**config.mk**
```make
export PLATFORM = sky130hd
export DESIGN_NAME = ctrl_pipe
export DESIGN_NICKNAME = d
export VERILOG_FILES = /design/src/rtl/ctrl_pipe.sv
export SDC_FILE = /design/constraint.sdc
export NUM_CORES = 1
export LEC_CHECK = 0
export BUFFER_PORTS_ARGS = -buffer_cell sky130_fd_sc_hd__buf_4
export CORE_ASPECT_RATIO = 1.1
export CORE_UTILIZATION = 50
export CTS_CLUSTER_DIAMETER = 120
export DETAILED_ROUTE_END_ITERATION = 8
export PLACE_DENSITY = 0.95
export SYNTH_ARGS = -nofsm -noshare
export SYNTH_HDL_FRONTEND = slang
export SYNTH_SLANG_ARGS = --single-unit
```
**constraint.sdc**
```tcl
create_clock -name clk -period 2.2 [get_ports clk]
set_input_delay 0.44 -clock clk [delete_from_list [all_inputs] [get_ports clk]]
set_output_delay 0.44 -clock clk [all_outputs]
set_load 0.01 [all_outputs]
```
**src/rtl/ctrl_pipe.sv**
```systemverilog
// Control-word pipeline behind decode: per-stage stall/flush with bubble insertion.
// Define CTRL_PIPE_PERF_EN to build the retire/bubble performance counters.
module ctrl_pipe #(
    parameter int unsigned CW     = 16,
    parameter int unsigned STAGES = 3
) (
    input  logic                 clk,
    input  logic                 rst,
    input  logic [CW-1:0]        ctrlD,
    input  logic                 validD,
    input  logic [STAGES-1:0]    stall,
    input  logic [STAGES-1:0]    flush,
    output logic [STAGES*CW-1:0] ctrl_q,
    output logic [STAGES-1:0]    valid_q,
    output logic                 stallD,
    output logic [31:0]          retire_cnt,
    output logic [31:0]          bubble_cnt
);

    logic [CW-1:0]     r_ctrl [STAGES];
    logic [STAGES-1:0] r_valid;

    logic [STAGES-1:0] w_se;
    logic [CW-1:0]     w_ctrl_d [STAGES];
    logic [STAGES-1:0] w_valid_d;
    logic              w_acc;

    // Stall seen by a stage is its own request OR-ed with every stage downstream of it.
    always_comb begin
        w_se  = '0;
        w_acc = 1'b0;
        for (int i = 0; i < int'(STAGES); i++) begin
            w_acc                = w_acc | stall[STAGES-1-i];
            w_se[STAGES-1-i]     = w_acc;
        end
    end

    assign stallD = w_se[0];

    always_comb begin
        for (int k = 0; k < int'(STAGES); k++) begin
            w_ctrl_d[k] = r_ctrl[k];
        end
        w_valid_d = r_valid;

        if (flush[0]) begin
            w_ctrl_d[0]  = '0;
            w_valid_d[0] = 1'b0;
        end else if (!w_se[0]) begin
            w_ctrl_d[0]  = ctrlD;
            w_valid_d[0] = validD;
        end

        for (int k = 1; k < int'(STAGES); k++) begin
            if (flush[k]) begin
                w_ctrl_d[k]  = '0;
                w_valid_d[k] = 1'b0;
            end else if (w_se[k]) begin
                w_ctrl_d[k]  = r_ctrl[k];
                w_valid_d[k] = r_valid[k];
            end else if (w_se[k-1]) begin
                w_ctrl_d[k]  = '0;
                w_valid_d[k] = 1'b0;
            end else begin
                w_ctrl_d[k]  = r_ctrl[k-1];
                w_valid_d[k] = r_valid[k-1];
            end
        end
    end

    always_ff @(posedge clk or negedge rst) begin
        if (!rst) begin
            for (int k = 0; k < int'(STAGES); k++) begin
                r_ctrl[k] <= '0;
            end
            r_valid <= '0;
        end else begin
            for (int k = 0; k < int'(STAGES); k++) begin
                r_ctrl[k] <= w_ctrl_d[k];
            end
            r_valid <= w_valid_d;
        end
    end

    always_comb begin
        ctrl_q = '0;
        for (int k = 0; k < int'(STAGES); k++) begin
            ctrl_q[k*CW +: CW] = r_ctrl[k];
        end
    end

    assign valid_q = r_valid;

`ifdef CTRL_PIPE_PERF_EN
    logic [31:0] r_retire_cnt;
    logic [31:0] r_bubble_cnt;
    logic        w_retire_inc;
    logic        w_bubble_inc;

    // A held last stage retires only on the edge it finally leaves.
    assign w_retire_inc = r_valid[STAGES-1] & ~w_se[STAGES-1];
    assign w_bubble_inc = flush[0] | (~w_se[0] & ~validD);

    always_ff @(posedge clk or negedge rst) begin
        if (!rst) begin
            r_retire_cnt <= '0;
            r_bubble_cnt <= '0;
        end else begin
            if (w_retire_inc) r_retire_cnt <= r_retire_cnt + 32'd1;
            if (w_bubble_inc) r_bubble_cnt <= r_bubble_cnt + 32'd1;
        end
    end

    assign retire_cnt = r_retire_cnt;
    assign bubble_cnt = r_bubble_cnt;
`else
    assign retire_cnt = '0;
    assign bubble_cnt = '0;
`endif

endmodule

```
==> results of run 1 <==
## path summary, 6_finish.rpt
check / from / endpoint / slack, ns / depth (start not counted)
max: stall[2] / stallD / 0.47 / 4
min: rst / ctrl_q[2] / 0.14 / 1
max reg2reg: ctrl_q[8] / ctrl_q[24] / 1.10 / 2
min reg2reg: ctrl_q[43] / ctrl_q[43] / 0.53 / 2
max in group asynchronous: rst / ctrl_q[11] / 1.64 / 1
min in group clk: flush[1] / ctrl_q[29] / 0.42 / 2
## cell families after synthesis
logic type,Yosys count,share of synthesized area (%)
other,1,0.1284
buffers and inverters,96,21.07
AOI/OAI and AO/OA,85,16.02
and+or+nand+nor,69,19.10
DFF,51,43.68
## area by class of cell
type | instances | area (sq um) | area share [%]
clock inverter | 2 | 12.51 | 0.3779
inverter | 1 | 3.754 | 0.1134
clock buffer | 6 | 72.57 | 2.192
multi-input combinational | 218 | 1266 | 38.25
tap | 75 | 93.84 | 2.834
timing repair buffer | 78 | 585.6 | 17.69
sequential | 51 | 1276 | 38.55
## state kept, by name (all words and copies together), names as in the netlist
signal and flops:
valid_q 3, ctrl_q 48
## report_power, final
| part | total [mW] | internal (mW) | switching [mW] |
|---|---|---|---|
| Sequential | 0.958 | 0.948 | 0.00987 |
| Clock | 0.520 | 0.223 | 0.298 |
| Combinational | 0.216 | 0.0623 | 0.154 |
## placed cells by master (no fill, tap or decap)
master	synthesis	routed
a21oi_1	51	51
buf_4	64	78
clkbuf_1	15	1
clkbuf_8	0	5
clkinv_2	0	1
clkinvlp_4	0	1
conb_1	1	64
dfrtp_1	51	51
inv_1	1	1
nand2_1	17	17
nor3_1	1	1
o21ai_0	17	17
o31ai_1	17	17
or3b_1	16	16
or3b_2	1	1
or4b_1	34	34
## per-layer routing
| metal | wire length, microns | GRT usage [%] | up-vias |
|---|---|---|---|
| met2 | 2746 | 30.09 | 108 |
| li1 | - | - | 1060 |
| met5 | 0 | 0 | - |
| met1 | 2486 | 25.77 | 987 |
| met4 | 53 | 4.528 | 0 |
| met3 | 429 | 5.097 | 6 |
## stage by stage
stage / std cells / utilization (%) / power [mW] / hold WS, ns
floorplan: 365 / - / 1.198 / 0.1444
global placement: 423 / 58.64 / 1.185 / 0.4891
detailed placement: 423 / 58.64 / 1.192 / 0.4977
CTS: 431 / 60.19 / 1.705 / 0.1658
global route: 431 / 60.19 / 1.776 / 0.1832
finish: 431 / 60.19 / 1.695 / 0.1415
==> summary.txt, run 1 <==
Route
  – Drt wl/cell: roughly 13 microns
  – Drt first pass iters: 4
  – Via density: approximately 5.0
  – WL final: 5715 microns
  – DR DRC count: 0
  – DRT antenna net count: 0
  – Initial DRC Count: 139
  – Via Count: 2161

Critical path
  – Crit-path cells: buf_4 > nor3_1 > inv_1 > buf_4
  – Worst setup SP type: input port
  – CP Class: in -> out
  – Slowest stage delay, CP: ~0.52 ns
  – Crit end category: primary output
  – Worst EP required: around 1.8 ns
  – Crit-path leading delay family: buffers and inverters
  – Slowest CP cell: buf_4
  – Worst Path Arrival: between 1 and 1.5 ns
  – Most common cell on crit path: buf_4
  – Critical path peak fanout: 81
  – CP Buf/Inv Count: 3

Job
  – Max-Cap Viols: 0

Timing
  – Tcrit/Tclk final: approximately four fifths
  – Final hold violations: 0
  – Fmax: 577.9 MHz
  – Worst Skew: around 0.0055 ns
  – Worst setup margin: about 0.47 ns
  – Slew Limit Fails: 0
  – Relative slew slack: a little under three fifths
  – RSZ-0062 raised after global routing: no
  – Sum Neg Setup Slack: 0 ns
  – Setup violators final: 0
  – Final min period: 1.730 ns
  – Worst-Margin Slew: around 0.65 ns

Final layout
  – Number of diodes: 0
  – Fill cells: slightly above 500
  – Fin area: 3311 sq um
  – Layout cells sized above 1: 24.16%
  – Fin nets: 380
  – Area delta synth->final: 13.32%

Clock network
  – CTS buffer count: 5
  – Clock tree sinks: 51
  – Cts repair resizes: 0
  – Setup Fix Bufs, Post-CTS: 0
  – CTS max path bufs: 2
  – Hold_buf cts: 0
  – H-Tree Depth: 2
  – CTS root buf: clkbuf_8
  – Worst skew pair latency: around 0.3 ns
  – Reg clk slew, reported paths: about 0.090 ns
  – TritonCTS clock tree: yes

Floorplan
  – Rows: 28
  – Die Y: a little over 80 microns
  – Die Area: between 6000 and 7000 sq um
  – Die span in x: about 75 microns
  – # IOs: approximately 140
  – CORE AREA: around 5500 sq um
  – Starting Density: 53.12%

Place
  – Pre-CTS setup slack: 0.4096 ns
  – DP Area: 3226 sq um
  – HPWL after DPL: slightly below 4000 microns
  – PortBufs: 76
  – Routability congestion estimate: between 0.7 and 0.8

Global route
  – GR Overflow Total: 0
  – First-pass GRT wire length: 8825 microns
  – Number of global-route vias before repair: approximately 1800
  – Largest net degree at the start of global routing: a little under 90
  – Initial antenna violation count: 0
  – Total GRT Usage: about a fifth

Power and ir drop
  – Maximum VDD drop: about 0.40 mV
  – Pwr/cell area: roughly 510 nW/um^2
  – Leakage Power: ~1.5 nW

Synthesis
  – Synth Flop Type: dfrtp_1
  – Mapped Cells: between 300 and 400
  – Most common cell in the netlist: buf_4
  – Post-synth EDFFs: 0
  – Sequential area share after synthesis: a little over two fifths
  – Fraction of registers with async set/reset: 100.0%
  – Synth area leaders: dfrtp_1 44%, buf_4 16%, or4b_1 12%
  – Synth unique cells: 16
  – Yosys warns: 0
  – Post-Synthesis Cell Area: between 2000 and 3000 sq um
  – Largest area contributor in the netlist: dfrtp_1
  – Synthesis-stage register bit count: 51
  – Post-Syn Area per Cell: slightly below 10 sq um
  – Top post-synthesis cells by count: 64 x buf_4, 51 x a21oi_1, 51 x dfrtp_1
  – Synth top area share: roughly 44%

Run status
  – Status: completed

Hold path
  – Hold Path Class: in -> async
Power figures use the tool's default switching activity.
==> inputs of run 2 (changes only) <==
ABC_AREA = 1   (was not set)
CORE_UTILIZATION = 45   (was 50)
PLACE_DENSITY = 0.9   (was 0.95)
clock period = 1.75 ns   (was 2.2 ns; I/O delays follow)
==> summary.txt, run 2 <==
Route
  – WL final: 5301 microns (was 5715 microns)
  – Via Count: 2041 (was 2161)
  – Via density: 4.681 (was 5.014)
  – DR DRC count: 0 (unchanged)
  – Drt wl/cell: 12.16 microns (was 13.26 microns)
  – Drt first pass iters: 4 (unchanged)
  – DRT antenna net count: 0 (unchanged)
  – Initial DRC Count: 163 (was 139)

Run status
  – Status: completed (unchanged)

Synthesis
  – Top post-synthesis cells by count: 70 x buf_4, 68 x nand2_1, 51 x dfrtp_1, 51 x nand3_1, 34 x nand4_1 (was 64 x buf_4, 51 x a21oi_1, 51 x dfrtp_1)
  – Post-Syn Area per Cell: 8.962 sq um (was 9.674 sq um)
  – Synth Flop Type: dfrtp_1 (unchanged)
  – Synthesis-stage register bit count: 51 (unchanged)
  – Synth top area share: 48.27% (was 43.68%)
  – Yosys warns: 0 (unchanged)
  – Synth unique cells: 14 (was 16)
  – Fraction of registers with async set/reset: 100.0% (unchanged)
  – Post-Synthesis Cell Area: 2644 sq um (was 2922 sq um)
  – Synth area leaders: dfrtp_1 48%, buf_4 20%, nand3_1 9.7% (was dfrtp_1 44%, buf_4 16%, or4b_1 12%)
  – Largest area contributor in the netlist: dfrtp_1 (unchanged)
  – Most common cell in the netlist: buf_4 (unchanged)
  – Sequential area share after synthesis: 48.27% (was 43.68%)
  – Mapped Cells: 295 (was 302)
  – Post-synth EDFFs: 0 (unchanged)

Clock network
  – Worst skew pair latency: 0.30 ns (about the same)
  – Hold_buf cts: 0 (unchanged)
  – H-Tree Depth: 2 (unchanged)
  – CTS root buf: clkbuf_8 (unchanged)
  – CTS buffer count: 5 (unchanged)
  – Reg clk slew, reported paths: 0.08 ns (was 0.09 ns)
  – CTS max path bufs: 2 (unchanged)
  – TritonCTS clock tree: yes (unchanged)
  – Clock tree sinks: 51 (unchanged)
  – Cts repair resizes: 0 (unchanged)
  – Setup Fix Bufs, Post-CTS: 0 (unchanged)

Final layout
  – Area delta synth->final: 16.14% (was 13.32%)
  – Multi-input logic area: 1006 sq um (was 1266 sq um)
  – Reg area: 1276 sq um (unchanged)
  – Commonest non-fill, non-tap cell in the layout: buf_4 (unchanged)
  – Number of diodes: 0 (unchanged)
  – Fin nets: 385 (was 380)
  – Max reg flops: 48 (unchanged)
  – Fin util: 55.47% (was 60.19%)
  – Fill cells: 547 (was 505)
  – Most frequent cells in the layout: 77 x buf_4, 68 x nand2_1, 64 x conb_1, 51 x nand3_1, 51 x dfrtp_1 (was 78 x buf_4, 64 x conb_1, 51 x a21oi_1, 51 x dfrtp_1, 34 x or4b_1)
  – Layout cells sized above 1: 24.38% (was 24.16%)

Critical path
  – Worst Path Arrival: 1.03 ns (was 1.29 ns)
  – CP Buf/Inv Count: 2 (was 3)
  – Most common cell on crit path: buf_4 (unchanged)
  – Slowest stage delay, CP: 0.19 ns (was 0.52 ns)
  – Critical R2R Launch: ctrl_q[21] (was ctrl_q[8])
  – Critical path peak fanout: 18 (was 81)
  – Crit-path leading delay family: buffers and inverters (unchanged)
  – Crit-path cells: buf_4 > nor2_8 > nand2_4 > buf_4 (was buf_4 > nor3_1 > inv_1 > buf_4)
  – Worst EP required: 1.40 ns (was 1.76 ns)
  – Slowest CP cell: buf_4 (unchanged)
  – Worst setup SP type: input port (unchanged)
  – Setup crit start: stall[2] (unchanged)
  – CP Class: in -> out (unchanged)
  – Crit end category: primary output (unchanged)

Global route
  – Number of global-route vias before repair: 1735 (was 1760)
  – GR Overflow Total: 0 (unchanged)
  – Total GRT Usage: 18.20% (was 18.92%)
  – Initial antenna violation count: 0 (unchanged)
  – First-pass GRT wire length: 8493 microns (was 8825 microns)
  – Largest net degree at the start of global routing: 53 (was 87)

Floorplan
  – # IOs: 141 (unchanged)
  – CORE AREA: 5535 sq um (was 5500 sq um)
  – Rows: 28 (unchanged)
  – Die Area: 6186 sq um (was 6153 sq um)
  – Die Y: 82.39 microns (was 82.17 microns)
  – Die span in x: 75.08 microns (was 74.88 microns)
  – Starting Density: 47.76% (was 53.12%)

Power and ir drop
  – Clock power frac: 30.4% (was 30.7%)
  – Leakage Power: 1.814 nW (was 1.535 nW)
  – Switching power: 0.5665 mW (was 0.4614 mW)
  – Sw Ratio: 26.77% (was 27.23%)
  – Combinational power share: 12.5% (was 12.8%)
  – Pint: 1.550 mW (was 1.233 mW)
  – Pwr/cell area: 689.2 nW/um^2 (was 511.9 nW/um^2)
  – Maximum VDD drop: 0.4342 mV (was 0.4048 mV)
  – Seq pwr share: 57.0% (was 56.5%)

Timing
  – Slew Limit Fails: 0 (unchanged)
  – Relative slew slack: 45.46% (was 56.47%)
  – RSZ-0062 raised after global routing: no (unchanged)
  – Sum Neg Setup Slack: 0 ns (unchanged)
  – Setup violators final: 0 (unchanged)
  – Worst Skew: 0.009181 ns (was 0.005481 ns)
  – Final hold violations: 0 (unchanged)
  – Fmax: roughly 730 MHz
  – Final min period: 1.375 ns
  – Tcrit/Tclk final: 78.58%
  – Worst setup margin: 0.3748 ns (was 0.4696 ns)
  – Worst-Margin Slew: 0.8131 ns (was 0.6529 ns)

Job
  – Max-Cap Viols: 0 (unchanged)

Hold path
  – Hold Path Class: in -> async (unchanged)

Place
  – PortBufs: 76 (unchanged)
  – HPWL after DPL: 3794 microns (was 3846 microns)
  – Pre-CTS setup slack: 0.1643 ns (was 0.4096 ns)
  – Routability congestion estimate: 0.7458 (was 0.7511)
## run 2: final cells by class
| cell class | instances | area share (%) |
|---|---|---|
| Sequential cell | 51 | 41.56 |
| Multi-Input combinational cell | 220 | 32.76 |
| Timing Repair Buffer | 78 | 19.48 |
| Tap cell | 75 | 3.056 |
| Clock buffer | 7 | 2.486 |
| Inverter | 4 | 0.4890 |
| Clock inverter | 1 | 0.1630 |
## run 2: cell families after synthesis
| group | synth area share [%] |
|---|---|
| AND/OR/NAND/NOR | 28.96 |
| buffers and inverters | 22.62 |
| flip-flops | 48.27 |
| other | 0.1418 |
## run 2: worst paths after layout
path / end / slack (ns) / cells after the start
setup / recovery: stallD / 0.37 / 4
hold / removal: ctrl_q[19] / 0.07 / 1
setup reg to reg: ctrl_q[37] / 1.04 / 2
hold reg to reg: ctrl_q[30] / 0.52 / 2
max in group asynchronous: ctrl_q[13] / 1.26 / 1
min in group clk: ctrl_q[14] / 0.31 / 3
## run 2: per-stage QoR
| step | instances | power (mW) | hold slack [ns] | area [sq um] |
|---|---|---|---|---|
| detailed placement | 428 | 1.495 | 0.4117 | 2989 |
| finish | 436 | 2.116 | 0.07027 | 3070 |
| CTS | 436 | 2.132 | 0.08828 | 3070 |
| floorplan | 358 | 1.497 | 0.05441 | 2880 |
| global placement | 428 | 1.489 | 0.3983 | 2989 |
| global route | 436 | 2.219 | 0.1093 | 3070 |
## run 2: power groups by stage
stage | registers [mW] | logic (mW) | clock network (mW)
after CTS | 1.21 | 0.265 | 0.660
after global routing | 1.21 | 0.300 | 0.709
final | 1.21 | 0.265 | 0.644
after global placement | 1.23 | 0.259 | 0
after floorplan | 1.23 | 0.262 | 0
after detailed placement | 1.23 | 0.264 | 0
## run 2: routing by layer
| metal | GRT usage [%] | wire (microns) | up-vias |
|---|---|---|---|
| li1 | - | - | 992 |
| met1 | 24.41 | 2360 | 947 |
| met2 | 29.55 | 2598 | 98 |
| met3 | 2.184 | 288 | 4 |
| met4 | 8.113 | 53 | 0 |
| met5 | 0 | 0 | - |
==> inputs of run 3 (changes only) <==
ABC_AREA = 0   (was 1)
CORE_UTILIZATION = 42   (was 45)
PLACE_DENSITY = 0.87   (was 0.9)
clock period = 1.2 ns   (was 1.75 ns; I/O delays follow)
==> summary.txt, run 3 (same netlist as run 1, synthesis figures left out) <==
Global route
  – GR Overflow Total: 0 (unchanged)
  – Total GRT Usage: 16.04% (was 18.20%)
  – Number of global-route vias before repair: 1885 (was 1735)
  – Largest net degree at the start of global routing: 56 (was 53)
  – Initial antenna violation count: 0 (unchanged)
  – First-pass GRT wire length: 9121 microns (was 8493 microns)

Final layout
  – Max reg flops: 48 (unchanged)
  – Commonest non-fill, non-tap cell in the layout: buf_4 (unchanged)
  – Layout cells sized above 1: 27.88% (was 24.38%)
  – Area delta synth->final: 19.83% (was 16.14%)
  – Most frequent cells in the layout: 90 x buf_4, 64 x conb_1, 51 x a21oi_1, 51 x dfrtp_1, 34 x or4b_1 (was 77 x buf_4, 68 x nand2_1, 64 x conb_1, 51 x nand3_1, 51 x dfrtp_1)
  – Fin nets: 397 (was 385)
  – Number of diodes: 0 (unchanged)

Floorplan
  – Die span in x: 81.52 microns (was 75.08 microns)
  – CORE AREA: 6671 sq um (was 5535 sq um)
  – # IOs: 141 (unchanged)
  – Die Y: 89.48 microns (was 82.39 microns)
  – Rows: 31 (was 28)
  – Starting Density: 43.79% (was 47.76%)
  – Die Area: 7294 sq um (was 6186 sq um)

Timing
  – Setup violators final: 0 (unchanged)
  – Worst Skew: 0.006351 ns (was 0.009181 ns)
  – Final min period: around 1.1 ns
  – Tcrit/Tclk final: a little over nine tenths
  – Fmax: around 900 MHz
  – Slew Limit Fails: 0 (unchanged)
  – Sum Neg Setup Slack: 0 ns (unchanged)
  – RSZ-0062 raised after global routing: no (unchanged)
  – Relative slew slack: 58.03% (was 45.46%)
  – Final hold violations: 0 (unchanged)
  – Worst-Margin Slew: 0.6295 ns (was 0.8131 ns)

Clock network
  – CTS root buf: clkbuf_8 (unchanged)
  – CTS buffer count: 5 (unchanged)
  – Reg clk slew, reported paths: 0.09 ns (was 0.08 ns)
  – Worst skew pair latency: 0.30 ns (about the same)
  – H-Tree Depth: 2 (unchanged)
  – CTS max path bufs: 2 (unchanged)
  – TritonCTS clock tree: yes (unchanged)
  – Setup Fix Bufs, Post-CTS: 0 (unchanged)
  – Clock tree sinks: 51 (unchanged)

Hold path
  – Hold Path Class: in -> reg (was in -> async)

Power and ir drop
  – Pint: 2.370 mW (was 1.550 mW)
  – Combinational power share: 14.0% (was 12.5%)
  – Clock power frac: 31.8% (was 30.4%)
  – Total power draw: 3.242 mW (was 2.116 mW)
  – Sw Ratio: 26.88% (was 26.77%)
  – Seq pwr share: 54.2% (was 57.0%)
  – Maximum VDD drop: 0.7367 mV (was 0.4342 mV)
  – Leakage Power: 1.635 nW (was 1.814 nW)
  – Pwr/cell area: 925.9 nW/um^2 (was 689.2 nW/um^2)
  – Switching power: 0.8714 mW (was 0.5665 mW)

Job
  – Max-Cap Viols: 0 (unchanged)

Critical path
  – Crit end category: primary output (unchanged)
  – Crit-path cells: buf_4 > nor3_2 > inv_1 > buf_4 (was buf_4 > nor2_8 > nand2_4 > buf_4)
  – Critical path peak fanout: 48 (was 18)
  – Slowest CP cell: buf_4 (unchanged)
  – Slowest stage delay, CP: 0.22 ns (was 0.19 ns)
  – CP Class: in -> out (unchanged)
  – Most common cell on crit path: buf_4 (unchanged)
  – Worst Path Arrival: 0.88 ns (was 1.03 ns)
  – CP Buf/Inv Count: 3 (was 2)
  – Worst EP required: 0.96 ns (was 1.40 ns)
  – Worst setup SP type: input port (unchanged)
  – Crit-path leading delay family: buffers and inverters (unchanged)

Place
  – Routability congestion estimate: 0.7601 (was 0.7458)
  – PortBufs: 76 (unchanged)
  – HPWL after DPL: 4243 microns (was 3794 microns)

Route
  – Via Count: 2225 (was 2041)
  – DR DRC count: 0 (unchanged)
  – Drt first pass iters: 4 (unchanged)
  – Drt wl/cell: 13.00 microns (was 12.16 microns)
  – Via density: 4.890 (was 4.681)
  – Initial DRC Count: 118 (was 163)
  – DRT antenna net count: 0 (unchanged)
  – WL final: 5914 microns (was 5301 microns)

Run status
  – Status: completed (unchanged)
run 3: cell types whose count changed in the layout (fill, tap and decap cells not counted), moves of 3 or more:
cell      delta
a21oi_1     +51
buf_4       +13
clkinv_1     -3
nand2_1     -51
nand3_1     -51
nand4_1     -34
o21ai_0     +17
o31ai_1     +17
or3b_1      +16
or4b_1      +34
run 3: power groups by stage:
stage,logic (mW),clock network [mW],registers (mW)
final,0.453,1.03,1.76
after CTS,0.450,1.06,1.76
after detailed placement,0.446,0,1.79
after global placement,0.434,0,1.79
after floorplan,0.399,0,1.80
after global routing,0.516,1.13,1.76
run 3: cell type report:
type	count	area (sq um)
Clock buffer	6	82.58
Tap cell	82	102.6
Multi-Input combinational cell	218	1271
Clock inverter	2	16.27
Fill cell	634	3171
Sequential cell	51	1276
Timing Repair Buffer	95	748.2
Inverter	1	3.754
run 3: metrics by stage:
step | cells | util (%) | setup WS [ns] | hold WS (ns) | cell area (sq um)
final | 455 | 52.48 | 0.07579 | 0.2129 | 3501
after floorplan | 365 | - | 0.02155 | -0.05559 | 3158
after CTS | 455 | 52.29 | 0.01158 | 0.2066 | 3488
after detailed placement | 446 | 50.66 | -0.1876 | 0.3039 | 3379
after global routing | 455 | 52.48 | 0.005272 | 0.2108 | 3501
after global placement | 446 | 50.66 | -0.1122 | 0.2906 | 3379
run 3: final timing paths:
kind	end	cells after the start	from	slack (ns)
worst max-delay path	stallD	4	stall[0]	0.08
worst min-delay path	ctrl_q[28]	2	flush[1]	0.21
worst max register to register	ctrl_q[22]	2	ctrl_q[6]	0.14
worst min register to register	ctrl_q[43]	2	ctrl_q[43]	0.54
max in group asynchronous	ctrl_q[0]	2	rst	0.26
min in group asynchronous	ctrl_q[42]	2	rst	0.51
run 3: worst register-to-register path, stage by stage, from the launching register on:
cell and delay, ns:
dfrtp_1 0.39, or4b_1 0.45, a21oi_1 0.16
run 3: per-layer routing:
metal	global-route usage (%)	part of all wire, %	vias to the layer above
li1	-	-	1093
met1	21.68	42	1037
met2	26.06	50	87
met3	3.571	6.1	8
met4	3.896	1.5	0
met5	0	0	-
run 3: timing repair:
action                     4_1_cts  5_1_grt
hold endpoints to repair        51        0
hold buffers                     1        0
setup endpoints to repair        0        1
resized for setup                0        3
